--- src/rtl/pcs_rx_block_lock.sv ---
// pcs_rx_block_lock: 64b/66b sync-header block lock with gearbox slip control
module pcs_rx_block_lock #(
  parameter int SH_CNT_MAX   = 64,
  parameter int SH_INVLD_MAX = 16,
  parameter int SLIP_WAIT    = 32
) (
  input  logic        clk,
  input  logic        rst,
  input  logic        rx_valid,
  input  logic [1:0]  rx_header,
  input  logic [63:0] rx_data,
  output logic        rx_slip,
  output logic        block_lock,
  output logic        out_valid,
  output logic [1:0]  out_header,
  output logic [63:0] out_data,
  output logic [7:0]  slip_count,
  output logic [15:0] bad_sh_count
);
  typedef enum logic [1:0] {HUNT, SLIP, LOCKED} state_t;
  state_t state_q, state_d;
  logic [6:0] sh_cnt_q, sh_cnt_d;
  logic [4:0] invld_cnt_q, invld_cnt_d;
  logic [7:0] wait_cnt_q, wait_cnt_d;
  logic rx_slip_q, rx_slip_d, block_lock_q, block_lock_d, out_valid_q, out_valid_d;
  logic [1:0] out_header_q, out_header_d;
  logic [63:0] out_data_q, out_data_d;
  logic [7:0] slip_count_q, slip_count_d;
  logic [15:0] bad_sh_count_q, bad_sh_count_d;
  logic hdr_ok, slip_now;
  assign hdr_ok = ^rx_header;
  always_comb begin
    state_d = state_q;
    sh_cnt_d = sh_cnt_q;
    invld_cnt_d = invld_cnt_q;
    wait_cnt_d = '0;
    block_lock_d = block_lock_q;
    bad_sh_count_d = bad_sh_count_q;
    slip_now = 1'b0;
    if (state_q == SLIP) begin
      wait_cnt_d = wait_cnt_q + 8'd1;
      if (wait_cnt_q == 8'(SLIP_WAIT - 1)) begin
        state_d = HUNT;
        wait_cnt_d = '0;
        sh_cnt_d = '0;
        invld_cnt_d = '0;
      end
    end else if (rx_valid) begin
      sh_cnt_d = sh_cnt_q + 7'd1;
      if (state_q == HUNT) begin
        if (!hdr_ok) slip_now = 1'b1;
        else if (sh_cnt_q == 7'(SH_CNT_MAX - 1)) begin
          state_d = LOCKED;
          block_lock_d = 1'b1;
          sh_cnt_d = '0;
        end
      end else begin
        if (!hdr_ok) begin
          invld_cnt_d = invld_cnt_q + 5'd1;
          bad_sh_count_d = bad_sh_count_q + {15'd0, bad_sh_count_q != 16'hFFFF};
        end
        // loss of lock takes priority over a window rollover on the same header
        if (!hdr_ok && invld_cnt_q == 5'(SH_INVLD_MAX - 1)) slip_now = 1'b1;
        else if (sh_cnt_q == 7'(SH_CNT_MAX - 1)) begin
          sh_cnt_d = '0;
          invld_cnt_d = '0;
        end
      end
    end
    if (slip_now) begin
      state_d = SLIP;
      block_lock_d = 1'b0;
      sh_cnt_d = '0;
      invld_cnt_d = '0;
    end
    rx_slip_d = slip_now;
    slip_count_d = slip_count_q + {7'd0, slip_now && slip_count_q != 8'hFF};
    // the header that achieves lock and the one that loses it are both withheld
    out_valid_d = rx_valid & block_lock_q & block_lock_d;
    out_header_d = rx_valid ? rx_header : out_header_q;
    out_data_d = rx_valid ? rx_data : out_data_q;
  end
  always_ff @(posedge clk or posedge rst) begin
    if (rst) begin
      state_q <= HUNT;
      sh_cnt_q <= '0;
      invld_cnt_q <= '0;
      wait_cnt_q <= '0;
      rx_slip_q <= 1'b0;
      block_lock_q <= 1'b0;
      out_valid_q <= 1'b0;
      out_header_q <= '0;
      out_data_q <= '0;
      slip_count_q <= '0;
      bad_sh_count_q <= '0;
    end else begin
      state_q <= state_d;
      sh_cnt_q <= sh_cnt_d;
      invld_cnt_q <= invld_cnt_d;
      wait_cnt_q <= wait_cnt_d;
      rx_slip_q <= rx_slip_d;
      block_lock_q <= block_lock_d;
      out_valid_q <= out_valid_d;
      out_header_q <= out_header_d;
      out_data_q <= out_data_d;
      slip_count_q <= slip_count_d;
      bad_sh_count_q <= bad_sh_count_d;
    end
  end
  assign rx_slip = rx_slip_q;
  assign block_lock = block_lock_q;
  assign out_valid = out_valid_q;
  assign out_header = out_header_q;
  assign out_data = out_data_q;
  assign slip_count = slip_count_q;
  assign bad_sh_count = bad_sh_count_q;
endmodule
--- config.mk ---
export PLATFORM = sky130hd
export DESIGN_NAME = pcs_rx_block_lock
export DESIGN_NICKNAME = d
export VERILOG_FILES = /design/src/rtl/pcs_rx_block_lock.sv
export SDC_FILE = /design/constraint.sdc
export NUM_CORES = 1
export LEC_CHECK = 0
export ABC_CLOCK_PERIOD_IN_PS = 7960
export CORE_ASPECT_RATIO = 1.1
export CORE_UTILIZATION = 50
export DETAILED_ROUTE_END_ITERATION = 16
export GPL_ROUTABILITY_DRIVEN = 1
export PLACE_DENSITY_LB_ADDON = 0.2
export SYNTH_ARGS = -nofsm -noshare
export SYNTH_HDL_FRONTEND = slang
export SYNTH_SLANG_ARGS = --single-unit
--- constraint.sdc ---
create_clock -name clk -period 7.96 [get_ports clk]
set_clock_uncertainty 0.05 [all_clocks]
set_input_delay 1.194 -clock clk [delete_from_list [all_inputs] [get_ports clk]]
set_output_delay 1.194 -clock clk [all_outputs]
set_load 0.03 [all_outputs]
==> metrics.txt, run 1 <==
Ports 162; post-synth cell types 55; 1st-iter DRT viols 175; CTS Buf Count 17; CP Max Fanout 79; total negative slack 0 ns; routed vias/inst 5.36; number of port buffers 161; Final Worst Setup Slack 4.47 ns; first-pass GRT wire length 18900 µm; initial antenna violation count 0; fin crit period 3.49 ns; final-layout fill cell count 624; Sw Ratio 0.292; Async SR Flop Fraction 1.00; syn nets 452; crit path kind primary input to flop; Comb pwr share 0.209; Critical Path RT 8.32 ns; Routed Antenna Nets 0; DRT Wirelength 11300 µm; mean post-synth cell area 13.2 µm²; TritonCTS clock tree done; Clock Root Buffer clkbuf_8; met3 usage 0.0888; IR Drop Worst-Case VDD 0.119 mV; final instance area 7220 µm²; Clock Latency Late Sink 0.50 ns; Lkg Pwr 3.07 nW; Max-cap violations 0; placed cell areas 6630 µm²; H-tree depth 4; clock tree sinks 115; GP Congestion 0.870; Setup crit end kind flop; final setup fails 0; wire length per cell 16.8 µm; Sequential Power Share 0.388; core box area 9490 µm²; M1 GR Usage 0.268; critical path data arrival time 3.86 ns; Final nets 621; Die Y 106 µm; Placement Setup Slack 3.88 ns; Synthesis Warnings 0; count of final max-slew check failures 0; CP startpoint kind primary input; vias in the first global route 3922; Starting Density 0.521; Mapped Area 4950 µm²; die width 96.9 µm; Reg area 2880 µm²; status finished clean; CTS clk-pin slew, worst paths 0.06 ns; FP Rows 37; DIE AREA 10300 µm²; DRC 0; cell count after synthesis 375; GRT Residual Overflow 0; ANT cells 0; Pwr Density 259 nW/µm²; Rel. slew slack 0.300; flop and latch count out of synthesis 115; RSZ-0062 raised after global routing no; dpl hpwl 7800 µm; Tcrit/Tclk final 0.439; hold-fix buffers at CTS 0; Synth Flop Type dfrtp_1; hold crit path type flop to flop; area grow syn2layout 45.9%; Hold Vio Cnt, Final 0; clock share of power 0.403; post-CTS resize count 0; Post-synth EDFFs 0; GRT busiest layer met2; layout cell share with drive strength beyond 1 0.210; cell-internal power 1.32 mW; DR vias 3609; first drt pass iteration count 4; sequential fraction of the synthesis area 0.582; f_max 286 MHz; Longest Clk Path Bufs 2; Post-CTS Setup Inserts 0; P_sw 0.545 mW; largest net degree at the start of global routing 80; All-Layer GR Usage 0.232; Slew @ Worst Pin 1.04 ns; multi-input logic area 1940 µm²; GRT met2 Usage 0.393
-- critical path, stage by stage --
cell and delay, ns:
buf_2 0.08, buf_4 0.72, inv_2 0.20, nor3_1 0.50
nand2_1 0.20, nor2_1 0.16, ha_1 0.18, ha_1 0.19
nand3_1 0.12, nor2_1 0.14, xor2_1 0.16
-- layout by cell type, fill, tap and decap left out, types with 2 or more instances in the layout --
master           instances
a21o_1                   2
or3_4                    2
xnor2_1                 14
clkinvlp_4               3
nand3_1                 16
a21oi_1                  2
nand3b_1                 2
a221o_1                  2
clkbuf_16               16
nor2_1                  21
o21ai_0                  7
or2_2                    3
a22o_1                   2
dfrtp_1                115
clkdlybuf4s50_1        160
buf_4                    2
and3_1                   5
inv_6                    4
nor3_1                  12
xor2_1                  13
o21a_1                   2
clkinv_4                 3
or3_1                    2
nand4_1                  5
inv_1                    7
nand2_1                 18
mux2_2                  69
a31oi_1                  2
nand2b_1                 4
bufinv_16                3
ha_1                     8
-- power groups by stage --
stage / Clock (mW) / Sequential (mW) / Combinational [mW]
final: 0.754 / 0.725 / 0.391
after global routing: 0.791 / 0.736 / 0.416
after CTS: 0.767 / 0.724 / 0.395
after detailed placement: 0 / 0.732 / 0.392
after global placement: 0 / 0.729 / 0.384
after floorplan: 0 / 0.824 / 0.124
-- layer usage --
metal | part of all wire | routed length (µm) | vias up
li1 | - | - | 1678
met1 | 0.39 | 4380 | 1768
met2 | 0.52 | 5880 | 157
met3 | 0.082 | 920 | 6
met4 | 0.0089 | 101 | 0
met5 | 0 | 0 | -
-- flip-flops by register name, indices dropped and copies added, names as in the netlist, 2 cells and up --
signal	cells
out_data	64
bad_sh_count	16
slip_count	8
wait_cnt_q	8
sh_cnt_q	7
invld_cnt_q	5
out_header	2
state_q	2
-- final timing paths --
| check | from | end | slack [ns] | depth (start not counted) |
|---|---|---|---|---|
| worst min register to register | bad_sh_count[5] | bad_sh_count[5] | 0.44 | 1 |
| worst min-delay path | bad_sh_count[5] | bad_sh_count[5] | 0.44 | 1 |
| worst max register to register | invld_cnt_q[0] | slip_count[6] | 5.02 | 12 |
| max in group asynchronous | rst | slip_count[2] | 5.58 | 3 |
| min in group asynchronous | rst | out_data[7] | 1.16 | 2 |
| worst max-delay path | rx_valid | slip_count[6] | 4.47 | 11 |
-- cell type report --
| cell class | count | share of cell area |
|---|---|---|
| Sequential cell | 115 | 0.399 |
| Multi-Input combinational cell | 238 | 0.269 |
| Timing Repair Buffer | 163 | 0.225 |
| Clock buffer | 17 | 0.0574 |
| Clock inverter | 14 | 0.0248 |
| Tap cell | 117 | 0.0203 |
| Inverter | 9 | 0.00503 |
-- through the flow --
stage / power (mW) / utilization / std cells / hold WS (ns)
after CTS: 1.89 / 0.761 / 673 / 0.440
after global placement: 1.11 / 0.698 / 642 / 0.421
final: 1.87 / 0.761 / 673 / 0.444
after detailed placement: 1.12 / 0.698 / 642 / 0.431
after global routing: 1.94 / 0.761 / 673 / 0.448
after floorplan: 0.948 / - / 375 / 0.405
-- logic make-up after synthesis --
| logic type | after synthesis | share of synthesized area |
|---|---|---|
| flip-flops | 115 | 0.582 |
| AND/OR/NAND/NOR | 98 | 0.109 |
| multiplexers | 69 | 0.157 |
| AO/OA/AOI/OAI | 36 | 0.0589 |
| XOR/XNOR | 27 | 0.0478 |
| buffers and inverters | 22 | 0.0255 |
| adder cells (fa/ha/maj) | 8 | 0.0202 |
-- Yosys cell counts, types with 2 or more instances --
library cell | count | area [µm²]
xor2_1 | 13 | 114
or3_4 | 2 | 22.5
a31oi_1 | 2 | 12.5
mux2_2 | 69 | 777
nand4_1 | 5 | 31.3
inv_1 | 8 | 30.0
clkbuf_8 | 2 | 27.5
nand3_1 | 16 | 80.1
buf_4 | 2 | 15.0
dfrtp_1 | 115 | 2880
or2_2 | 3 | 18.8
nand2b_1 | 4 | 25.0
nand2_1 | 18 | 67.6
o21a_1 | 2 | 15.0
o21ai_0 | 7 | 35.0
buf_2 | 7 | 35.0
nand3b_1 | 2 | 15.0
ha_1 | 8 | 100
a21o_1 | 2 | 15.0
and3_1 | 5 | 31.3
nor2_1 | 21 | 78.8
a221o_1 | 2 | 20.0
xnor2_1 | 14 | 123
or3_1 | 2 | 12.5
a21oi_1 | 2 | 10.0
a22o_1 | 2 | 17.5
nor3_1 | 12 | 60.1
(Power assumes the default switching activity.)
==> run 2: changes to the inputs <==
--- a/config.mk
+++ b/config.mk
@@ -5,9 +5,9 @@
 export SDC_FILE = /design/constraint.sdc
 export NUM_CORES = 1
 export LEC_CHECK = 0
-export ABC_CLOCK_PERIOD_IN_PS = 7960
+export ABC_CLOCK_PERIOD_IN_PS = 3200
 export CORE_ASPECT_RATIO = 1.1
-export CORE_UTILIZATION = 50
+export CORE_UTILIZATION = 42
 export DETAILED_ROUTE_END_ITERATION = 16
 export GPL_ROUTABILITY_DRIVEN = 1
 export PLACE_DENSITY_LB_ADDON = 0.2
==> constraint.sdc (replaced) <==
create_clock -name clk -period 3.2 [get_ports clk]
set_clock_uncertainty 0.05 [all_clocks]
set_input_delay 0.48 -clock clk [delete_from_list [all_inputs] [get_ports clk]]
set_output_delay 0.48 -clock clk [all_outputs]
set_load 0.03 [all_outputs]
==> metrics.txt, run 2 (synthesized netlist as in run 1, its figures left out) <==
Final Core Density 0.631; number of flip-flops under the largest register name 64; critical path data arrival time 3.06 ns; Longest Clk Path Bufs 2; first drt pass iteration count 4; Max-cap violations 0; crit path kind flop to flop; clock tree sinks 115; routed vias/inst 5.08; die width 105 µm; worst r2r dst slip_count[6]; post-CTS resize count 0; Worst setup startpoint invld_cnt_q[0]; initial antenna violation count 0; ANT cells 0; RSZ-0062 raised after global routing no; 1st-iter DRT viols 106; area grow syn2layout 46.6%; All-Layer GR Usage 0.206; final setup fails 0; largest net degree at the start of global routing 56; number of port buffers 161; fin crit period 2.78 ns; core box area 11500 µm²; Clock Latency Late Sink 0.41 ns; Lkg Pwr 3.09 nW; Hold Slack 0.342 ns; CP startpoint kind flop; DRT Wirelength 11600 µm; CTS clk-pin slew, worst paths 0.05 ns; dpl hpwl 8240 µm; layout cell share with drive strength beyond 1 0.210; Final nets 626; multi-input logic area 1940 µm²; hold-fix buffers at CTS 0; vias in the first global route 3809; most frequent cells in the layout clkdlybuf4s50_1, dfrtp_1, mux2_2, nor2_1, nand2_1; Post-CTS Setup Inserts 0; CP Max Fanout 5; r2r startpoint invld_cnt_q[0]; H-tree depth 4; commonest non-fill, non-tap cell in the layout clkdlybuf4s50_1; Slew @ Worst Pin 1.14 ns; Routed Antenna Nets 0; GRT Residual Overflow 0; Pwr Density 615 nW/µm²; final-layout fill cell count 928; Placement Setup Slack 0.337 ns; CTS Buf Count 17; Starting Density 0.431; Setup crit end kind flop; total negative slack 0 ns; Critical Path RT 3.48 ns; status finished clean; f_max 360 MHz; count of final max-slew check failures 0; TritonCTS clock tree done; Ports 162; Rel. slew slack 0.232; DIE AREA 12200 µm²; FP Rows 41; GP Congestion 0.861; DRC 0; Tcrit/Tclk final 0.869; first-pass GRT wire length 19100 µm; DR vias 3611; Clock Root Buffer clkbuf_16; R2R cell count 12; Final Worst Setup Slack 0.419 ns; Reg area 2880 µm²; IR Drop Worst-Case VDD 0.360 mV; Reg2Reg Setup Slack 0.42 ns; hold crit path type primary input to asynchronous set/reset pin; Die Y 116 µm; wire length per cell 16.3 µm; Hold Vio Cnt, Final 0
==> run 2: cell count changes in the layout (fill, tap and decap cells not counted), moves of 2 or more <==
| cell | delta |
|---|---|
| clkbuf_8 | +4 |
| clkbuf_1 | +4 |
| buf_4 | +5 |
| inv_6 | -4 |
| clkinv_2 | +4 |
| clkinvlp_4 | -2 |
| clkinv_4 | -3 |
| bufinv_16 | -3 |
==> run 2: metal layers <==
layer  part of all wire  global-route usage  vias to the layer above
met5                  0                   0                        -
met4              0.014              0.0889                        0
met3               0.10               0.101                       12
met2               0.48               0.329                      128
met1               0.40               0.237                     1790
li1                   -                   -                     1681
==> run 2: power breakdown <==
| group | total [mW] | switching, mW | internal (mW) |
|---|---|---|---|
| logic | 0.989 | 0.518 | 0.471 |
| registers | 1.80 | 0.156 | 1.64 |
| clock network | 1.68 | 0.603 | 1.08 |
==> run 2: through the flow <==
stage	std cells	power (mW)	instance area [µm²]
global route	711	4.67	7260
finish	711	4.47	7260
floorplan	375	2.36	4950
global placement	680	2.79	6720
detailed placement	680	2.81	6720
CTS	711	4.52	7260
==> run 2: final cells by class <==
cell class	count	area share
inverters	9	0.00517
repair buffers	168	0.231
flip-flops and latches	115	0.397
well taps	150	0.0259
multi-input cells	238	0.268
clock inverters	5	0.00345
clock buffers	26	0.0702
==> run 2: worst max path at each step <==
stage / to / slack [ns]
after global routing: slip_count[6] / 0.11
after CTS: slip_count[6] / 0.42
after detailed placement: sh_cnt_q[4] / 0.34
after global placement: sh_cnt_q[4] / 0.38
after floorplan: slip_count[6] / 0.62
final: slip_count[6] / 0.42
==> run 2: critical path, cell delays in order, from the launching register on <==
cell	delay, ns
dfrtp_1	0.39
ha_1	0.24
and3_1	0.19
ha_1	0.27
and2b_4	0.24
nor3_1	0.20
nand2_1	0.15
nor2_1	0.16
ha_1	0.18
ha_1	0.20
nand3_1	0.12
nor2_1	0.15
xor2_1	0.16
==> run 3: changes to the inputs <==
--- a/config.mk
+++ b/config.mk
@@ -10,7 +10,9 @@
 export CORE_UTILIZATION = 42
 export DETAILED_ROUTE_END_ITERATION = 16
 export GPL_ROUTABILITY_DRIVEN = 1
+export GPL_TIMING_DRIVEN = 0
 export PLACE_DENSITY_LB_ADDON = 0.2
+export SETUP_SLACK_MARGIN = 0.05
 export SYNTH_ARGS = -nofsm -noshare
 export SYNTH_HDL_FRONTEND = slang
 export SYNTH_SLANG_ARGS = --single-unit
==> metrics.txt, run 3 (synthesized netlist as in run 1, its figures left out) <==
M1 GR Usage 0.229; Sequential Power Share 0.379; hold-fix buffers at CTS 0; FP Rows 41; commonest non-fill, non-tap cell in the layout clkdlybuf4s50_1; Post-CTS Setup Inserts 0; die width 105 µm; ANT cells 0; DRT Wirelength 11700 µm; H-tree depth 4; first-pass GRT wire length 19100 µm; clock tree sinks 115; number of flip-flops under the largest register name 64; Hold Vio Cnt, Final 0; status finished clean; GRT met2 Usage 0.338; TritonCTS clock tree done; crit path kind flop to flop; Routed Antenna Nets 0; GRT busiest layer met2; Rel. slew slack 0.633; clock share of power 0.410; first drt pass iteration count 4; Comb pwr share 0.211; core box area 11500 µm²; routed vias/inst 5.06; Pwr Density 638 nW/µm²; number of port buffers 160; hold crit path type primary input to asynchronous set/reset pin; CP Max Fanout 5; Ports 162; Starting Density 0.431; Clock Latency Late Sink 0.40 ns; dpl hpwl 8470 µm; CTS Buf Count 17; DR vias 3641; 1st-iter DRT viols 128; Max-cap violations 0; P_sw 1.31 mW; largest net degree at the start of global routing 42; Lkg Pwr 3.16 nW; final setup fails 0; Pwr Total 4.73 mW; f_max 365 MHz; Clock Root Buffer clkbuf_16; DIE AREA 12200 µm²; GP Congestion 0.790; most frequent cells in the layout clkdlybuf4s50_1, dfrtp_1, mux2_2, nor2_1, nand2_1; area grow syn2layout 50.0%; Tcrit/Tclk final 0.856; total negative slack 0 ns; IR Drop Worst-Case VDD 0.389 mV; vias in the first global route 3843; met3 usage 0.0990; fin crit period 2.74 ns; RSZ-0062 raised after global routing no; DRC 0; Critical Path RT 3.47 ns; CP startpoint kind flop; count of final max-slew check failures 0; Sw Ratio 0.277; layout cell share with drive strength beyond 1 0.226; All-Layer GR Usage 0.205; Die Y 116 µm; CTS clk-pin slew, worst paths 0.05 ns; Setup crit end kind flop; initial antenna violation count 0; Longest Clk Path Bufs 2; post-CTS resize count 0; wire length per cell 16.3 µm; cell-internal power 3.42 mW; Final nets 634; Slew @ Worst Pin 0.550 ns; critical path data arrival time 3.01 ns; GRT Residual Overflow 0
## run 3: layer usage
metal / wire length (µm) / vias up
li1: - / 1698
met1: 4600 / 1791
met2: 5790 / 136
met3: 1120 / 16
met4: 221 / 0
met5: 0 / -
## run 3: power groups by stage
stage               logic (mW)  registers, mW  clock network [mW]
floorplan                0.309           2.05                   0
global placement         0.980           1.80                   0
detailed placement        1.01           1.82                   0
CTS                       1.01           1.80                1.98
global route              1.07           1.82                2.05
finish                    1.00           1.79                1.94
## run 3: path summary, 6_finish.rpt
path                                 from       endpoint  slack, ns  depth (start not counted)
max reg2reg                invld_cnt_q[0]  slip_count[6]       0.46                         12
max in group asynchronous             rst    sh_cnt_q[1]       1.68                          5
min reg2reg                 wait_cnt_q[0]  wait_cnt_q[0]       0.43                          1
max                        invld_cnt_q[0]  slip_count[6]       0.46                         12
min in group clk            wait_cnt_q[0]  wait_cnt_q[0]       0.43                          1
min                                   rst   out_data[15]       0.42                          2
## run 3: final cells by class
type | instances | area, µm²
fill | 920 | 4070
inverter | 9 | 37.5
clock buffer | 23 | 488
clock inverter | 9 | 126
timing repair buffer | 163 | 1660
multi-input combinational | 238 | 1950
sequential | 115 | 2880
tap | 150 | 188
buffer | 13 | 92.6
## run 3: stage by stage
step	std cells	setup WS (ns)	hold slack [ns]	utilization	instance area, µm²
after global routing	720	0.249	0.451	0.646	7420
after global placement	685	0.173	0.418	0.587	6740
final	720	0.462	0.417	0.646	7420
after floorplan	375	0.620	0.405	-	4950
after CTS	720	0.281	0.424	0.645	7420
after detailed placement	688	0.272	0.427	0.592	6800
## run 3: critical path: stages (launching register included)
cell	delay (ns)
dfrtp_1	0.38
ha_1	0.20
and3_1	0.17
ha_1	0.24
and2b_4	0.24
nor3_2	0.28
nand2_1	0.18
nor2_1	0.13
ha_1	0.18
ha_1	0.20
nand3_1	0.12
nor2_1	0.15
xor2_1	0.16
==> variant 1: new RTL, config.mk and constraints of run 3 <==
Register the output `bad_sh_count` once more, without a reset; this adds one clock of latency there. The other outputs are not delayed to match.
--- a/src/rtl/pcs_rx_block_lock.sv
+++ b/src/rtl/pcs_rx_block_lock.sv
@@ -115,3 +115,5 @@
   assign slip_count = slip_count_q;
-  assign bad_sh_count = bad_sh_count_q;
+  always_ff @(posedge clk) begin
+    bad_sh_count <= bad_sh_count_q;
+  end
 endmodule
Behaviour: same outputs for any inputs over 4 cycles, from zero or initial values and one cycle with rst high; that may be too few to reach the edited logic, so the function may still have changed.
==> variant 1 against run 3 <==
- count of clock-buffer cells in the layout unchanged
- wire length up 0.84%
- non-clock buffer count down 2
- power up 9.9%
- highest routed layer unchanged
- design area up 4.4%
- sequential cell count up 16
- setup slack better by 0.16 ns
- synthesized area up 4.9%
==> variant 1: results (changes against run 3) <==
NetSw -> 1.328 mW (+1.4%)
met1 Track Usage GR -> 22.06% (-0.86 points)
HPWL after DPL -> 8.519 mm (+0.52%)
IR Drop Worst-Case VDD -> 448.2 µV (+15%)
post-route insts no fill -> 737 (+2.4%)
async set-reset flop share out of synthesis -> 87.79% (-12 points)
total nets after synthesis -> 465 (+2.9%)
combinational power share -> 18.4% (-2.7 points)
number of global-route vias before repair -> 3,826 (-0.44%)
max FFs per register -> 64 (unchanged)
via count of the routed design -> 3,735 (+2.6%)
endpoint of the most critical setup path -> slip_count[6]$_DFF_PP0_
post-placement cell count -> 705 (+2.5%)
synthesized-area fraction occupied by xor and xnor cells -> 4.867% (+0.089 points)
total of buffers placed on input and output ports -> 161 (+0.63%)
number of filler cells placed in the layout -> 959 (+4.2%)
level count of the clock H-tree -> 4 (unchanged)
Netlist cell types -> 46 (-16%)
GRT met3 Usage -> 7.667% (-2.2 points)
number of antenna cells inserted -> 0 (unchanged)
Critical Path AT -> 2.86 ns (-0.15 ns)
worst setup slack for register-to-register paths -> 0.62 ns (+0.16 ns)
gp weighted congestion -> 0.7820 (-1.0%)
count of routing violations after the opening detailed-route iteration -> 152 (+19%)
total number of yosys warnings -> 0 (unchanged)
wire length of the first global-routing pass -> 19.11 mm (-0.18%)
register area share after synthesis -> 61.59% (+3.4 points)
portion of netlist area occupied by mux cells -> 14.75% (-0.95 points)
setup slack after placement -> 0.2308 ns (-0.04120 ns)
beginning of the critical path -> invld_cnt_q[0]$_DFFE_PP0P_
portion of total power attributed to the clock network -> 43.5% (+2.5 points)
commonest cells in the netlist -> dfrtp_1, mux2_2, nor2_1
result of the run -> completed
worst slew margin relative to its limit -> 47.20% (-16 points)
average cell area after synthesis -> 13.38 µm² (+1.4%)
Overall Global Routing Usage -> 20.00% (-0.50 points)
met2 layer usage reported by global route -> 32.21% (-1.6 points)
share of synthesized cell area in full adder, half adder and majority cells -> 1.928% (-0.095 points)
combinational-cell power consumption -> 956 µW (-4%)
leak pwr -> 3.320 nW (+5.0%)
final-stage net count -> 647 (+2.1%)
Post-DP Area -> 0.007041 mm² (+3.5%)
synthesized-area fraction occupied by ao, oa, aoi and oai cells -> 5.277% (-0.61 points)
top cells by area, synth -> dfrtp_1, mux2_2, dfxtp_1, xor2_1, ha_1
fin crit share -> 80.54% (-5.0 points)
class of the tightest hold or removal check -> reg2reg
wire length per cell -> 16.04 µm (-1.5%)
-- variant 1: changes by cell type in the layout (fill, tap and decap cells not counted), moves of 4 or more --
| cell | delta |
|---|---|
| buf_1 | +6 |
| buf_2 | -4 |
| dfxtp_1 | +16 |
| inv_1 | +5 |
| nand2_1 | -6 |
| nand4_1 | +4 |
-- variant 1: per-layer routing --
metal | vias up | share of wire [%]
li1 | 1734 | -
met3 | 29 | 6.7
met1 | 1851 | 39
met5 | - | 0
met2 | 121 | 50
met4 | 0 | 3.9
-- variant 1: how the worst min path moves through the flow --
stage                                        start                  endpoint  slack, ns  cells past startpoint
finish              bad_sh_count_q[14]$_DFFE_PP0P_  bad_sh_count[14]$_DFF_P_       0.34                      0
global route        bad_sh_count_q[14]$_DFFE_PP0P_  bad_sh_count[14]$_DFF_P_       0.34                      0
CTS                 bad_sh_count_q[14]$_DFFE_PP0P_  bad_sh_count[14]$_DFF_P_       0.34                      0
detailed placement  bad_sh_count_q[14]$_DFFE_PP0P_  bad_sh_count[14]$_DFF_P_       0.32                      0
global placement    bad_sh_count_q[14]$_DFFE_PP0P_  bad_sh_count[14]$_DFF_P_       0.31                      0
floorplan           bad_sh_count_q[14]$_DFFE_PP0P_  bad_sh_count[14]$_DFF_P_       0.30                      0
-- variant 1: layout make-up --
class	instances	area (µm²)	area share, %
timing repair buffer	163	1652	21.33
inverter	13	52.55	0.6786
buffer	11	45.04	0.5817
clock inverter	9	195.2	2.521
clock buffer	23	508.0	6.560
tap	154	192.7	2.488
sequential	131	3198	41.30
multi-input combinational	233	1901	24.54
-- variant 1: worst reg2reg max path: cells and delay by family (launching register included) --
kind / cells / cell delay [ns]
adder cells (fa/ha/maj): 4 / 0.86
flip-flops: 1 / 0.39
XOR/XNOR: 1 / 0.18
AND/OR/NAND/NOR: 6 / 1.00
==> variant 2: new RTL, settings of run 3 <==
Without the edit above. Set the parameter `SLIP_WAIT` to 16 (it was 32).
--- a/src/rtl/pcs_rx_block_lock.sv
+++ b/src/rtl/pcs_rx_block_lock.sv
@@ -4,3 +4,3 @@
   parameter int SH_INVLD_MAX = 16,
-  parameter int SLIP_WAIT    = 32
+  parameter int SLIP_WAIT    = 16
 ) (
Check against the original RTL: no difference found for any inputs over 10 cycles, from zero or initial values and one cycle with rst high; that may be too few to reach the edited logic, so the function may still have changed.
==> variant 2 against run 3 <==
- wire length decreased by 4.3%
- sequential cell count unchanged
- synthesized area is 0.96% lower
- setup slack got worse by 0.071 ns
- synthesized cell count decreased by 1.6%
- design area shrank 1.1%
- power shrank 1.6%
- highest routed layer unchanged
==> variant 2: results (changes against run 3) <==
setup slack after placement -> -0.09290 ns (-0.3649 ns)
worst slew margin relative to its limit -> 47.17% (-16 points)
leak pwr -> 3.164 nW (about the same)
Overall Global Routing Usage -> 19.95% (-0.56 points)
IR Drop Worst-Case VDD -> 332.7 µV (-14%)
Netlist cell types -> 42 (-24%)
total nets after synthesis -> 446 (-1.3%)
largest net degree at the start of global routing -> 43 (+2.4%)
beginning of the critical path -> rx_header[0]
GRT met3 Usage -> 8.560% (-1.3 points)
via count of the routed design -> 3,597 (-1.2%)
count of routing violations after the opening detailed-route iteration -> 162 (+27%)
wire length of the first global-routing pass -> 18.63 mm (-2.7%)
gp weighted congestion -> 0.8480 (+7.3%)
commonest cells in the netlist -> dfrtp_1, mux2_2, nand3_1
number of global-route vias before repair -> 3,832 (-0.29%)
fraction of layout cells with a size suffix above 1 -> 21.67% (-0.96 points)
met1 Track Usage GR -> 23.13% (+0.21 points)
final-stage net count -> 627 (-1.1%)
maximum net fanout on the critical path -> 10 (+5)
result of the run -> completed
met2 layer usage reported by global route -> 32.67% (-1.1 points)
number of filler cells placed in the layout -> 906 (-1.5%)
max-slew violations -> 0 (unchanged)
HPWL after DPL -> 8.196 mm (-3.3%)
==> variant 2: layer usage <==
layer	wire length, µm	vias to the layer above
li1	-	1675
met1	4515	1774
met2	5688	131
met3	851	17
met4	171	0
met5	0	-
==> variant 2: cell type report <==
type                       instances  area, µm²  share of cell area, %
sequential                       115       2878                  39.21
multi-input combinational        233       1914                  26.08
timing repair buffer             162       1642                  22.37
clock buffer                      23      478.0                  6.512
tap                              150      187.7                  2.557
clock inverter                     9      127.6                  1.739
buffer                            15      86.33                  1.176
inverter                           6      26.28                 0.3580
==> variant 2: power breakdown <==
| part | internal, mW | switching [mW] | total [mW] |
|---|---|---|---|
| Sequential | 1.62 | 0.124 | 1.74 |
| Clock | 1.28 | 0.641 | 1.92 |
| Combinational | 0.455 | 0.533 | 0.988 |
==> variant 2: path summary, 6_finish.rpt <==
check | endpoint | slack [ns] | cells past startpoint
max | slip_count[6]$_DFF_PP0_ | 0.39 | 11
min | wait_cnt_q[0]$_DFF_PP0_ | 0.40 | 1
max reg2reg | slip_count[6]$_DFF_PP0_ | 0.49 | 12
min reg2reg | wait_cnt_q[0]$_DFF_PP0_ | 0.40 | 1
max in group asynchronous | out_valid$_DFF_PP0_ | 1.64 | 4
min in group asynchronous | out_data[9]$_DFFE_PP0P_ | 0.52 | 2
==> variant 2: logic make-up after synthesis <==
family                     count (synthesis)  share of synthesized area, %
DFF                                      115                         58.72
and+or+nand+nor                           96                         10.67
muxes                                     68                         15.62
AOI/OAI and AO/OA                         32                         5.387
xor gates and xnor gates                  29                         5.336
buffers and inverters                     21                         2.221
adders and majority gates                  8                         2.042
==> variant 2: per-stage QoR <==
step           power (mW)  hold WS [ns]  instances  instance area (µm²)  util (%)
6_report            4.654        0.4009        713                 7340     64.16
5_1_grt             4.864        0.4376        713                 7340     64.16
4_1_cts             4.700        0.4035        713                 7340     64.16
3_5_place_dp        2.757        0.3967        681                 6734     58.86
3_3_place_gp        2.719        0.3877        679                 6694     58.51
2_1_floorplan       2.329        0.3745        369                 4905         -
==> variant 2: critical path, stage by stage <==
cell and delay (ns):
clkdlybuf4s50_1 0.50, xnor2_1 0.48, buf_6 0.22, nand3_1 0.14, nor2_1 0.33, o21a_1 0.18
ha_1 0.15, ha_1 0.18, nand3_1 0.12, nor2_1 0.15, xor2_1 0.15
